**config.mk**
```make
export PLATFORM = sky130hd
export DESIGN_NAME = opr_sequencer_flat
export DESIGN_NICKNAME = d
export VERILOG_FILES = /design/src/rtl/opr_sequencer_pkg.sv /design/src/rtl/opr_sequencer_if.sv /design/src/rtl/opr_sequencer_timeout_counter.sv /design/src/rtl/opr_sequencer.sv /design/src/flat_wrapper.sv
export SDC_FILE = /design/constraint.sdc
export NUM_CORES = 1
export LEC_CHECK = 0
export ABC_AREA = 1
export CORE_ASPECT_RATIO = 1.4
export CORE_UTILIZATION = 53
export CTS_CLUSTER_SIZE = 14
export DETAILED_ROUTE_END_ITERATION = 16
export PLACE_DENSITY = 0.84
export SLEW_MARGIN = 10
export SYNTH_ARGS = -nofsm -noshare
export SYNTH_HDL_FRONTEND = slang
export SYNTH_SLANG_ARGS = --single-unit
```
**constraint.sdc**
```tcl
create_clock -name clk -period 3.91 [get_ports clk]
set_input_delay 0.782 -clock clk [delete_from_list [all_inputs] [get_ports clk]]
set_output_delay 0.782 -clock clk [all_outputs]
set_load 0.01 [all_outputs]
```
**src/rtl/opr_sequencer_pkg.sv**
```systemverilog
// Shared opcode, demux-select and FSM state encodings for the operand sequencer.
// The SEL_* codes are also used by the demux, so they must not be renumbered.
package opr_sequencer_pkg;

  localparam logic [2:0] OP_NOP   = 3'b000;
  localparam logic [2:0] OP_RESET = 3'b001;
  localparam logic [2:0] OP_WTA   = 3'b010;
  localparam logic [2:0] OP_WTR   = 3'b011;
  localparam logic [2:0] OP_INC   = 3'b100;
  localparam logic [2:0] OP_HALT  = 3'b111;

  localparam logic [2:0] SEL_NONE  = 3'b000;
  localparam logic [2:0] SEL_RESET = 3'b001;
  localparam logic [2:0] SEL_WTA   = 3'b010;
  localparam logic [2:0] SEL_WTR   = 3'b011;
  localparam logic [2:0] SEL_INC   = 3'b100;

  localparam logic [3:0] ST_IDLE      = 4'd0;
  localparam logic [3:0] ST_FETCH_OP  = 4'd1;
  localparam logic [3:0] ST_LATCH_OP  = 4'd2;
  localparam logic [3:0] ST_FETCH_ARG = 4'd3;
  localparam logic [3:0] ST_LATCH_ARG = 4'd4;
  localparam logic [3:0] ST_ISSUE     = 4'd5;
  localparam logic [3:0] ST_WAIT_DONE = 4'd6;
  localparam logic [3:0] ST_GAP       = 4'd7;
  localparam logic [3:0] ST_HALT      = 4'd8;
  localparam logic [3:0] ST_ERROR     = 4'd9;

  // Opcodes 001..100 carry one operand byte; the select code equals the opcode.
  function automatic logic has_operand(input logic [2:0] op);
    return (op == OP_RESET) || (op == OP_WTA) || (op == OP_WTR) || (op == OP_INC);
  endfunction

endpackage

```
**src/rtl/opr_sequencer_if.sv**
```systemverilog
// Program-memory read port and demux/execution-unit issue port of the sequencer.
interface opr_sequencer_if #(
  parameter int DATA_W = 8,
  parameter int ADDR_W = 8
);
  logic [ADDR_W-1:0] imem_addr;
  logic [DATA_W-1:0] imem_rdata;
  logic [2:0]        OPR_sel;
  logic [DATA_W-1:0] operand;
  logic              exec_valid;
  logic              exec_done;

  // imem_rdata is the byte at the imem_addr of the previous cycle. exec_valid rises
  // together with a nonzero OPR_sel and holds, with OPR_sel and operand stable, until
  // the unit raises exec_done; exec_done counts only while exec_valid is high, and
  // the cycle after it is accepted exec_valid and OPR_sel drop back to 0.
  modport master (
    output imem_addr, OPR_sel, operand, exec_valid,
    input  imem_rdata, exec_done
  );

  modport slave (
    input  imem_addr, OPR_sel, operand, exec_valid,
    output imem_rdata, exec_done
  );
endinterface

```
**src/rtl/opr_sequencer_timeout_counter.sv**
```systemverilog
// Wait-cycle counter for an issued operation; expired marks the last allowed cycle.
module opr_timeout_counter #(
  parameter int TIMEOUT = 255
) (
  input  logic clk,
  input  logic reset,
  input  logic clear,
  input  logic enable,
  output logic expired
);
  localparam int CNT_W = (TIMEOUT < 2) ? 1 : $clog2(TIMEOUT + 1);
  localparam logic [CNT_W-1:0] LAST = CNT_W'(TIMEOUT - 1);
  localparam logic [CNT_W-1:0] MAX  = CNT_W'(TIMEOUT);

  logic [CNT_W-1:0] count;

  always_ff @(posedge clk or posedge reset) begin
    if (reset) begin
      count <= '0;
    end else if (clear) begin
      count <= '0;
    end else if (enable && (count != MAX)) begin
      count <= count + CNT_W'(1);
    end
  end

  assign expired = (count == LAST);

endmodule

```
**src/rtl/opr_sequencer.sv**
```systemverilog
// Fetch/decode/issue controller driving the operand demux for the RESET/WTA/WTR/INC units.
module opr_sequencer
  import opr_sequencer_pkg::*;
#(
  parameter int DATA_W  = 8,
  parameter int ADDR_W  = 8,
  parameter int TIMEOUT = 255
) (
  input  logic              clk,
  input  logic              reset,
  input  logic              start,
  opr_sequencer_if.master   bus,
  output logic [ADDR_W-1:0] pc,
  output logic              busy,
  output logic              halted,
  output logic              error,
  output logic [3:0]        dbg_state
);

  logic [3:0]        state;
  logic [ADDR_W-1:0] pc_q;
  logic [2:0]        opcode_q;
  logic [2:0]        sel_q;
  logic [2:0]        fetched_op;
  logic [DATA_W-1:0] operand_q;
  logic              valid_q;
  logic              cnt_clear;
  logic              cnt_enable;
  logic              cnt_expired;

  assign fetched_op = bus.imem_rdata[2:0];

  always_ff @(posedge clk or posedge reset) begin
    if (reset) begin
      state     <= ST_IDLE;
      pc_q      <= '0;
      opcode_q  <= OP_NOP;
      operand_q <= '0;
      sel_q     <= SEL_NONE;
      valid_q   <= 1'b0;
    end else begin
      case (state)
        ST_IDLE, ST_HALT, ST_ERROR: begin
          if (start) begin
            pc_q  <= '0;
            state <= ST_FETCH_OP;
          end
        end
        ST_FETCH_OP:  state <= ST_LATCH_OP;
        ST_LATCH_OP: begin
          opcode_q <= fetched_op;
          pc_q     <= pc_q + ADDR_W'(1);
          if (fetched_op == OP_NOP)        state <= ST_FETCH_OP;
          else if (fetched_op == OP_HALT)  state <= ST_HALT;
          else if (has_operand(fetched_op)) state <= ST_FETCH_ARG;
          else                             state <= ST_ERROR;
        end
        ST_FETCH_ARG: state <= ST_LATCH_ARG;
        // operand lands here, a full cycle before OPR_sel leaves 000 at the end of ISSUE
        ST_LATCH_ARG: begin
          operand_q <= bus.imem_rdata;
          pc_q      <= pc_q + ADDR_W'(1);
          state     <= ST_ISSUE;
        end
        ST_ISSUE: begin
          sel_q   <= opcode_q;
          valid_q <= 1'b1;
          state   <= ST_WAIT_DONE;
        end
        ST_WAIT_DONE: begin
          if (bus.exec_done) begin
            sel_q   <= SEL_NONE;
            valid_q <= 1'b0;
            state   <= ST_GAP;
          end else if (cnt_expired) begin
            sel_q   <= SEL_NONE;
            valid_q <= 1'b0;
            state   <= ST_ERROR;
          end
        end
        ST_GAP:       state <= ST_FETCH_OP;
        default:      state <= ST_IDLE;
      endcase
    end
  end

  assign cnt_clear  = (state == ST_ISSUE);
  assign cnt_enable = (state == ST_WAIT_DONE) && !bus.exec_done;

  opr_timeout_counter #(.TIMEOUT(TIMEOUT)) u_timeout (
    .clk     (clk),
    .reset   (reset),
    .clear   (cnt_clear),
    .enable  (cnt_enable),
    .expired (cnt_expired)
  );

  // imem_addr tracks pc so the address is already presented during FETCH_OP/FETCH_ARG
  assign bus.imem_addr  = pc_q;
  assign bus.OPR_sel    = sel_q;
  assign bus.operand    = operand_q;
  assign bus.exec_valid = valid_q;

  assign pc        = pc_q;
  assign halted    = (state == ST_HALT);
  assign error     = (state == ST_ERROR);
  assign busy      = !((state == ST_IDLE) || (state == ST_HALT) || (state == ST_ERROR));
  assign dbg_state = state;

endmodule
```
**src/flat_wrapper.sv**
```systemverilog
// flat-port wrapper written by rule: the top's interface ports become plain ports
module opr_sequencer_flat import opr_sequencer_pkg::*;
#(
  parameter int DATA_W  = 8,
  parameter int ADDR_W  = 8,
  parameter int TIMEOUT = 255
)
  (clk, reset, start, pc, busy, halted, error, dbg_state, bus_imem_addr, bus_OPR_sel, bus_operand, bus_exec_valid, bus_imem_rdata, bus_exec_done);
  opr_sequencer_if #(.DATA_W(DATA_W), .ADDR_W(ADDR_W)) bus_i ();
  input  logic clk;
  input  logic reset;
  input  logic start;
  output logic [ADDR_W-1:0] pc;
  output logic busy;
  output logic halted;
  output logic error;
  output logic [3:0] dbg_state;
  output wire logic [$bits(bus_i.imem_addr)-1:0] bus_imem_addr;
  output wire logic [$bits(bus_i.OPR_sel)-1:0] bus_OPR_sel;
  output wire logic [$bits(bus_i.operand)-1:0] bus_operand;
  output wire logic [$bits(bus_i.exec_valid)-1:0] bus_exec_valid;
  input wire logic [$bits(bus_i.imem_rdata)-1:0] bus_imem_rdata;
  input wire logic [$bits(bus_i.exec_done)-1:0] bus_exec_done;
  assign bus_imem_addr = bus_i.imem_addr;
  assign bus_OPR_sel = bus_i.OPR_sel;
  assign bus_operand = bus_i.operand;
  assign bus_exec_valid = bus_i.exec_valid;
  assign bus_i.imem_rdata = bus_imem_rdata;
  assign bus_i.exec_done = bus_exec_done;
  opr_sequencer #(.DATA_W(DATA_W), .ADDR_W(ADDR_W), .TIMEOUT(TIMEOUT)) u_core (.clk(clk), .reset(reset), .start(start), .bus(bus_i), .pc(pc), .busy(busy), .halted(halted), .error(error), .dbg_state(dbg_state));
endmodule
```
Word-level counts from Yosys, hierarchy flattened
Index checks and enable logic that the tools add are counted.

Add/sub/neg operators: 2. Equal/unequal tests: 18. Muxes and demuxes: 17. Reduce and logical (&&, ||, !) cells: 19.

Operators with widths (count): $pmux 4 s8 (1); $mux 4 (6); $mux 8 (3); $add 8x1->8 const B (2); $eq 4x3->1 const B (4); $pmux 8 s2 (1); $eq 4x2->1 const B (2); $eq 4x4->1 const B (2); $eq 8x8->1 const B (1); $ne 8x8->1 const B (1); $eq 3x2->1 const B (2); $eq 3x3->1 const B (2); $mux 3 (2); $pmux 3 s2 (1); $reduce_and 2->1 (3); $reduce_bool 2->1 (3); $logic_or 1x1->1 (5); $eq 4x1->1 const B (1); $logic_not 4->1 (1); $eq 3x1->1 const B (1); $logic_not 3->1 (1); $ne 3x2->1 const B (1); $reduce_or 3->1 (1); $logic_and 1x1->1 (2); 5 further kinds (7).

Bits in registers: 35. Output and inout port bits: 35. Logic and storage cells: 63.

Logic depth before layout (Yosys ltp)
Gate-level depths: netlist (run 1).

Word-level depth: 8. Gate-level depth with buffers: 9.

By module
A second synthesis (run 1) with hierarchy kept.

Cell total of the unflattened synthesis: 269. Area, all modules: 2028.2 um^2.

By module, submodules not included: opr_sequencer (times used 1, cells an instance 192, area an instance 1493.9 um^2, sequential area each 675.6 um^2); opr_timeout_counter (times used 1, cells an instance 77, area an instance 534.3 um^2, sequential area each 200.2 um^2).

Least setup slack after synthesis (run 1)
OpenSTA, ideal clock, no wires.

Path kind: flip-flop to output port. Start: register u_core.state[1], in the netlist u_core.dbg_state[1]. End: output error. Arrival: 966 ps. Slack: 2162 ps. Cell stages (with the launch flop): 4. Path through: dfrtp_1 > inv_1 > nand2_2 > nor3_1.

Cells in the longest elaborated chain, start to end: 1.

RTL lines: start, declared (line opr_sequencer.sv:20) `logic [3:0] state;`; start signal, assigned (line opr_sequencer.sv:35) `state <= ST_IDLE;`; start signal, assigned (line opr_sequencer.sv:46) `state <= ST_FETCH_OP;`; start signal, assigned (line opr_sequencer.sv:49) `ST_FETCH_OP: state <= ST_LATCH_OP;`; $eq 4x4->1 (line opr_sequencer.sv:106) `assign error = (state == ST_ERROR);`; end, declared (line flat_wrapper.sv:16) `output logic error;`.

Every way passes these cells.

Final worst setup path (run 1)
Ends and elaborated chain as after synthesis.

==> impl_metrics.ini, run 1 <==
[logic_synthesis]
syn_area_mm2 = 0.001967
synthTopCellsByArea = dfrtp_1 45%, nand2_1 17%, nand3_1 5.6%, inv_1 4.8%, buf_4 3.1%
synthFlopType = dfrtp_1
synth_largest_area_cell = dfrtp_1
synth_cells = 256
synth_most_common_cell = nand2_1
async_flop_share_pct = 100.0
synth-edff-count = 0
netlist-cell-type-count = 28
yosys_warnings = 0
ys_ff_latch = 35
synth_nets = 271
synth_seq_area_share_pct = 44.53
synth.top_cell.area_share_pct = 44.53
synth_common_cells = 91 x nand2_1, 35 x dfrtp_1, 25 x inv_1
syn_avg_cell_area_um2 = 7.683

[cts]
clk_latency_ns = 0.29
post_cts_resize_count = 0
clk_path_buf_depth = 2
cts_tree = built
cts_buffers = 5
cts.sinks = 35
postCtsHoldBufs = 0
postCtsSetupBuffers = 0
htreeDepth = 2
clk_pin_slew_ns = 0.06
root_buffer = clkbuf_8

[global_route]
grtUsageTotal_pct = 25.29
grt_start_max_net_pins = 19
grt_pass1_wl_um = 7189
grt_pass1_vias = 1687
grt.overflow.total = 0
antenna_found_initial = 0

[pwr]
switching_power_uw = 719.8
ir_drop_mv = 0.5014
p_int_uw = 1039
p_comb_share_pct = 50.6
p_total_uw = 1759
p_sw_share_pct = 40.93
power.density_mw_per_mm2 = 704.9
clockPowerShare_pct = 14.2
pwr-share-seq_pct = 35.3
power_leakage_uw = 0.001242

[place]
place_ws_ns = 1.716
portBuffers = 46
place_area_mm2 = 0.002414
place.gp.congestion = 0.8318
hpwlAfterDp_um = 3192

[timing]
period_share_pct = 64.60
skew_ns = 0.004055
worst_pin_slew_ns = 0.6702
final_hold_viol_count = 0
slew_headroom_pct = 55.27
slew_viol_final = 0
rsz0062_at_grt = false
tns_ns = 0
setup_ws_ns = 1.384
fmax_mhz = 395.9
setup_viol = 0
fin_crit_ns = 2.526

[routing]
drc = 0
drt_iter0_markers = 72
wl_per_cell_um = 12.39
vias = 1795
vias_per_cell = 5.249
firstDrtPassIters = 4
postRouteWirelength_um = 4238
ant_nets = 0

[status]
run_status = completed

[final_layout]
fin_area_mm2 = 0.002495
final_nets = 316
layout-drive-gt1-share_pct = 11.26
n_antenna_cell = 0
syn2layout_area_growth_pct = 26.84

[setup_path]
reg2reg_to = u_core.bus.imem_addr[1]
crit_path_start_kind = register
cp-startpoint = u_core.dbg_state[1]
worstPathArrival_ns = 1.74
crit_path_end_kind = output pin
reg2reg_depth = 8
reg2reg_from = u_core.dbg_state[2]
endpoint = error
r2r_slack_ns = 2.41
path_class = reg2out
crit_fanout = 5
required_ns = 3.13

[die]
core_mm2 = 0.003472
row_count = 25
die_h_um = 74.08
die_x_um = 53.49
start_util_pct = 56.65
die-area_mm2 = 0.003962
io_pins = 47

[worst_hold_path]
hold_path.class = reg2reg

[job]
drv_cap = 0
-- worst min-delay path by stage --
| stage | start | end | slack (ns) | cells past startpoint |
|---|---|---|---|---|
| 6_report | u_core.opcode_q[0] | u_core.bus.OPR_sel[0] | 0.47 | 2 |
| 5_1_grt | u_core.bus.operand[7] | u_core.bus.operand[7] | 0.49 | 2 |
| 4_1_cts | u_core.opcode_q[0] | u_core.bus.OPR_sel[0] | 0.48 | 2 |
| 3_5_place_dp | u_core.opcode_q[0] | u_core.bus.OPR_sel[0] | 0.46 | 2 |
| 3_3_place_gp | u_core.bus.OPR_sel[0] | u_core.bus.OPR_sel[0] | 0.45 | 2 |
| 2_1_floorplan | u_core.opcode_q[0] | u_core.bus.OPR_sel[0] | 0.45 | 2 |
-- power by group through the flow --
stage | clock (uW) | combinational (uW) | sequential [uW]
floorplan | 0 | 486 | 660
global placement | 0 | 871 | 621
detailed placement | 0 | 889 | 624
CTS | 254 | 894 | 621
global route | 269 | 986 | 640
finish | 249 | 889 | 621
-- cell families after synthesis --
logic type | count (synthesis) | share of synthesized area [%]
xor+xnor | 5 | 2.226
flops | 35 | 44.53
buf+inv | 41 | 9.796
fa+ha+maj | 3 | 1.909
compound gates | 20 | 6.043
simple gates | 152 | 35.50
-- worst max-delay path: stages, from the launching register on --
cell,delay [ns]
dfrtp_1,0.41
inv_1,0.17
nand2_2,0.13
nor3_1,0.18
clkdlybuf4s50_1,0.57
-- per-layer routing --
| metal | up-vias | global-route usage [%] | part of all wire [%] |
|---|---|---|---|
| li1 | 893 | - | - |
| met1 | 823 | 29.08 | 40 |
| met2 | 70 | 39.86 | 50 |
| met3 | 9 | 8.793 | 7.3 |
| met4 | 0 | 15.20 | 3.2 |
| met5 | - | 0 | 0 |
-- per-stage QoR --
stage          util, %  hold slack (ns)  cells
2_1_floorplan        -           0.4493    256
3_3_place_gp     69.51           0.4526    334
3_5_place_dp     69.51           0.4591    334
4_1_cts          71.86           0.4754    342
5_1_grt          71.86           0.4871    342
6_report         71.86           0.4710    342
-- state kept, by name, indices dropped and copies added, names as in the netlist --
| name | cells |
|---|---|
| u_core.bus.imem_addr | 8 |
| u_core.bus.operand | 8 |
| u_core.u_timeout.count | 8 |
| u_core.dbg_state | 4 |
| u_core.bus.OPR_sel | 3 |
| u_core.opcode_q | 3 |
| u_core.bus.exec_valid | 1 |
-- cell usage in the layout (no fill, tap or decap) --
master | netlist | routed
nand2_1 | 91 | 91
dfrtp_1 | 35 | 35
or2_0 | 1 | 1
o21ai_1 | 3 | 3
nor2_4 | 4 | 4
a21oi_2 | 1 | 1
nand3_1 | 22 | 22
clkbuf_1 | 0 | 2
or2_1 | 1 | 1
clkdlybuf4s50_1 | 0 | 46
buf_4 | 8 | 1
a21oi_1 | 1 | 1
o21ai_2 | 3 | 3
inv_2 | 6 | 6
o22ai_1 | 1 | 1
clkinv_2 | 1 | 2
nor3_1 | 4 | 4
clkbuf_8 | 0 | 5
xor2_1 | 4 | 4
nand3_2 | 2 | 2
ha_1 | 3 | 3
a31oi_1 | 2 | 2
nor2_1 | 12 | 12
nand2_2 | 4 | 4
o21ai_0 | 9 | 9
nand4_1 | 5 | 5
inv_1 | 25 | 25
nor2_2 | 4 | 4
nand2_4 | 2 | 2
xnor2_1 | 1 | 1
-- final cells by class --
class	count	area, um2
Multi-Input combinational cell	180	898.4
Fill cell	265	977.2
Clock buffer	7	76.32
Inverter	32	121.4
Timing Repair Buffer	47	467.9
Sequential cell	35	875.8
Clock inverter	1	5.005
Tap cell	40	50.05
No activity file was read; power rests on OpenSTA's default activity.
==> inputs of run 2 (changes only) <==
- CORE_UTILIZATION: 53 -> 49
- PLACE_DENSITY: 0.84 -> 0.79
- clock period: 3.91 -> 2.6 ns (I/O delays scaled with it)
==> run 2 against run 1 <==
Compared with the run above: sequential power rose by 51%; global-route usage fell by 3.7 points; cell count up 0.58%; clock skew increased by 0.0023 ns; first-iteration DRC count decreased by 14%; clock power is 61% higher; power grew 52%; worst setup slack worse by 1.0 ns; via count down 0.45%; worst hold slack improved by 0.00079 ns; wire length down 1.7%; utilization down 4.9 points; highest routed layer unchanged.
==> impl_metrics.ini, run 2 (synthesis gave the netlist of run 1 again) <==
[status]
run_status = completed

[die]
row_count = 26
core_mm2 = 0.003741
start_util_pct = 52.58
die-area_mm2 = 0.004275
die_x_um = 55.55
die_h_um = 76.97
io_pins = 47

[setup_path]
cp-startpoint = u_core.dbg_state[1]
cp_num_buf_inv = 2
crit_path_end_kind = output pin
required_ns = 2.08
cp_slowest_cell = clkdlybuf4s50_1
crit_path_start_kind = register
crit_fanout = 5
cp_cell_sequence = inv_1 > nand2_2 > nor3_1 > clkdlybuf4s50_1
path_class = reg2out
worstPathArrival_ns = 1.71
cpPeakStageDelay_ns = 0.55
crit_family = buffers and inverters
reg2reg_from = u_core.dbg_state[3]

[timing]
rsz0062_at_grt = false
slew_headroom_pct = 70.57
setup_ws_ns = 0.3694
period_share_pct = 85.79
fin_crit_ns = 2.231
tns_ns = 0
final_hold_viol_count = 0
fmax_mhz = 448.3
slew_viol_final = 0
skew_ns = 0.006397
worst_pin_slew_ns = 0.4415
setup_viol = 0

[place]
place_ws_ns = 0.6938
hpwlAfterDp_um = 3004
place.gp.congestion = 0.8555
portBuffers = 46

[routing]
vias = 1787
drc = 0
vias_per_cell = 5.195
firstDrtPassIters = 4
postRouteWirelength_um = 4165
wl_per_cell_um = 12.11
ant_nets = 0
drt_iter0_markers = 62

[final_layout]
final_cell_mix = 91 x nand2_1, 46 x clkdlybuf4s50_1, 35 x dfrtp_1
fill_cells = 321
n_antenna_cell = 0
layout-drive-gt1-share_pct = 11.92
layout_commonest_cell = nand2_1
final_nets = 316
syn2layout_area_growth_pct = 27.35

[cts]
cts.sinks = 35
clk_path_buf_depth = 2
clk_pin_slew_ns = 0.08
root_buffer = clkbuf_8
htreeDepth = 2
postCtsSetupBuffers = 0
post_cts_resize_count = 0
cts_buffers = 5
clk_latency_ns = 0.30
cts_tree = built
postCtsHoldBufs = 0

[job]
drv_cap = 0

[pwr]
ir_drop_mv = 0.6915
power_leakage_uw = 0.001240
power.density_mw_per_mm2 = 1066

[worst_hold_path]
hold_path.class = reg2reg
worstHoldStart = u_core.opcode_q[1]

[global_route]
grt_pass1_wl_um = 7327
grtUsageTotal_pct = 21.63
grt_start_max_net_pins = 36
antenna_found_initial = 0
grt_pass1_vias = 1647
grt.overflow.total = 0
[run 2: cell type report]
class	count	area (um2)	area share, %
Multi-Input combinational cell	180	898.4	35.86
Sequential cell	35	875.8	34.97
Timing Repair Buffer	47	467.9	18.68
Inverter	32	121.4	4.845
Clock buffer	5	68.82	2.747
Tap cell	42	52.55	2.098
Clock inverter	3	20.02	0.7992
[run 2: final timing paths]
check,end,slack [ns],cells after the start
worst min register to register,u_core.bus.OPR_sel[1],0.47,2
min in group asynchronous,u_core.u_timeout.count[3],0.62,3
max in group asynchronous,u_core.dbg_state[0],1.67,3
worst max-delay path,error,0.37,4
worst min-delay path,u_core.bus.OPR_sel[1],0.47,2
worst max register to register,u_core.bus.imem_addr[5],1.16,7
[run 2: routing by layer]
metal	up-vias	GRT usage [%]	wire length, um	part of all wire [%]
li1	885	-	-	-
met2	48	35.66	2052	49
met5	-	0	0	0
met4	0	8.750	74	1.8
met3	8	5.059	204	4.9
met1	846	27.11	1833	44
[run 2: worst min-delay path, cell delays in order (launching register included)]
cell and delay, ns:
dfrtp_1 0.34, nand2_1 0.05, nand2_1 0.05
[run 2: through the flow]
step / area [um2] / hold WS, ns / power, uW / std cells / util [%]
detailed placement: 2416 / 0.4632 / 2278 / 336 / 64.58
global route: 2505 / 0.5133 / 2886 / 344 / 66.96
finish: 2505 / 0.4718 / 2671 / 344 / 66.96
global placement: 2416 / 0.4567 / 2245 / 336 / 64.58
floorplan: 1967 / 0.4493 / 1723 / 256 / -
CTS: 2505 / 0.4749 / 2683 / 344 / 66.96
[run 2: where the power goes]
part           total, uW  switching (uW)  internal [uW]
Sequential           936             188            748
Clock                402             216            186
Combinational       1330             706            627
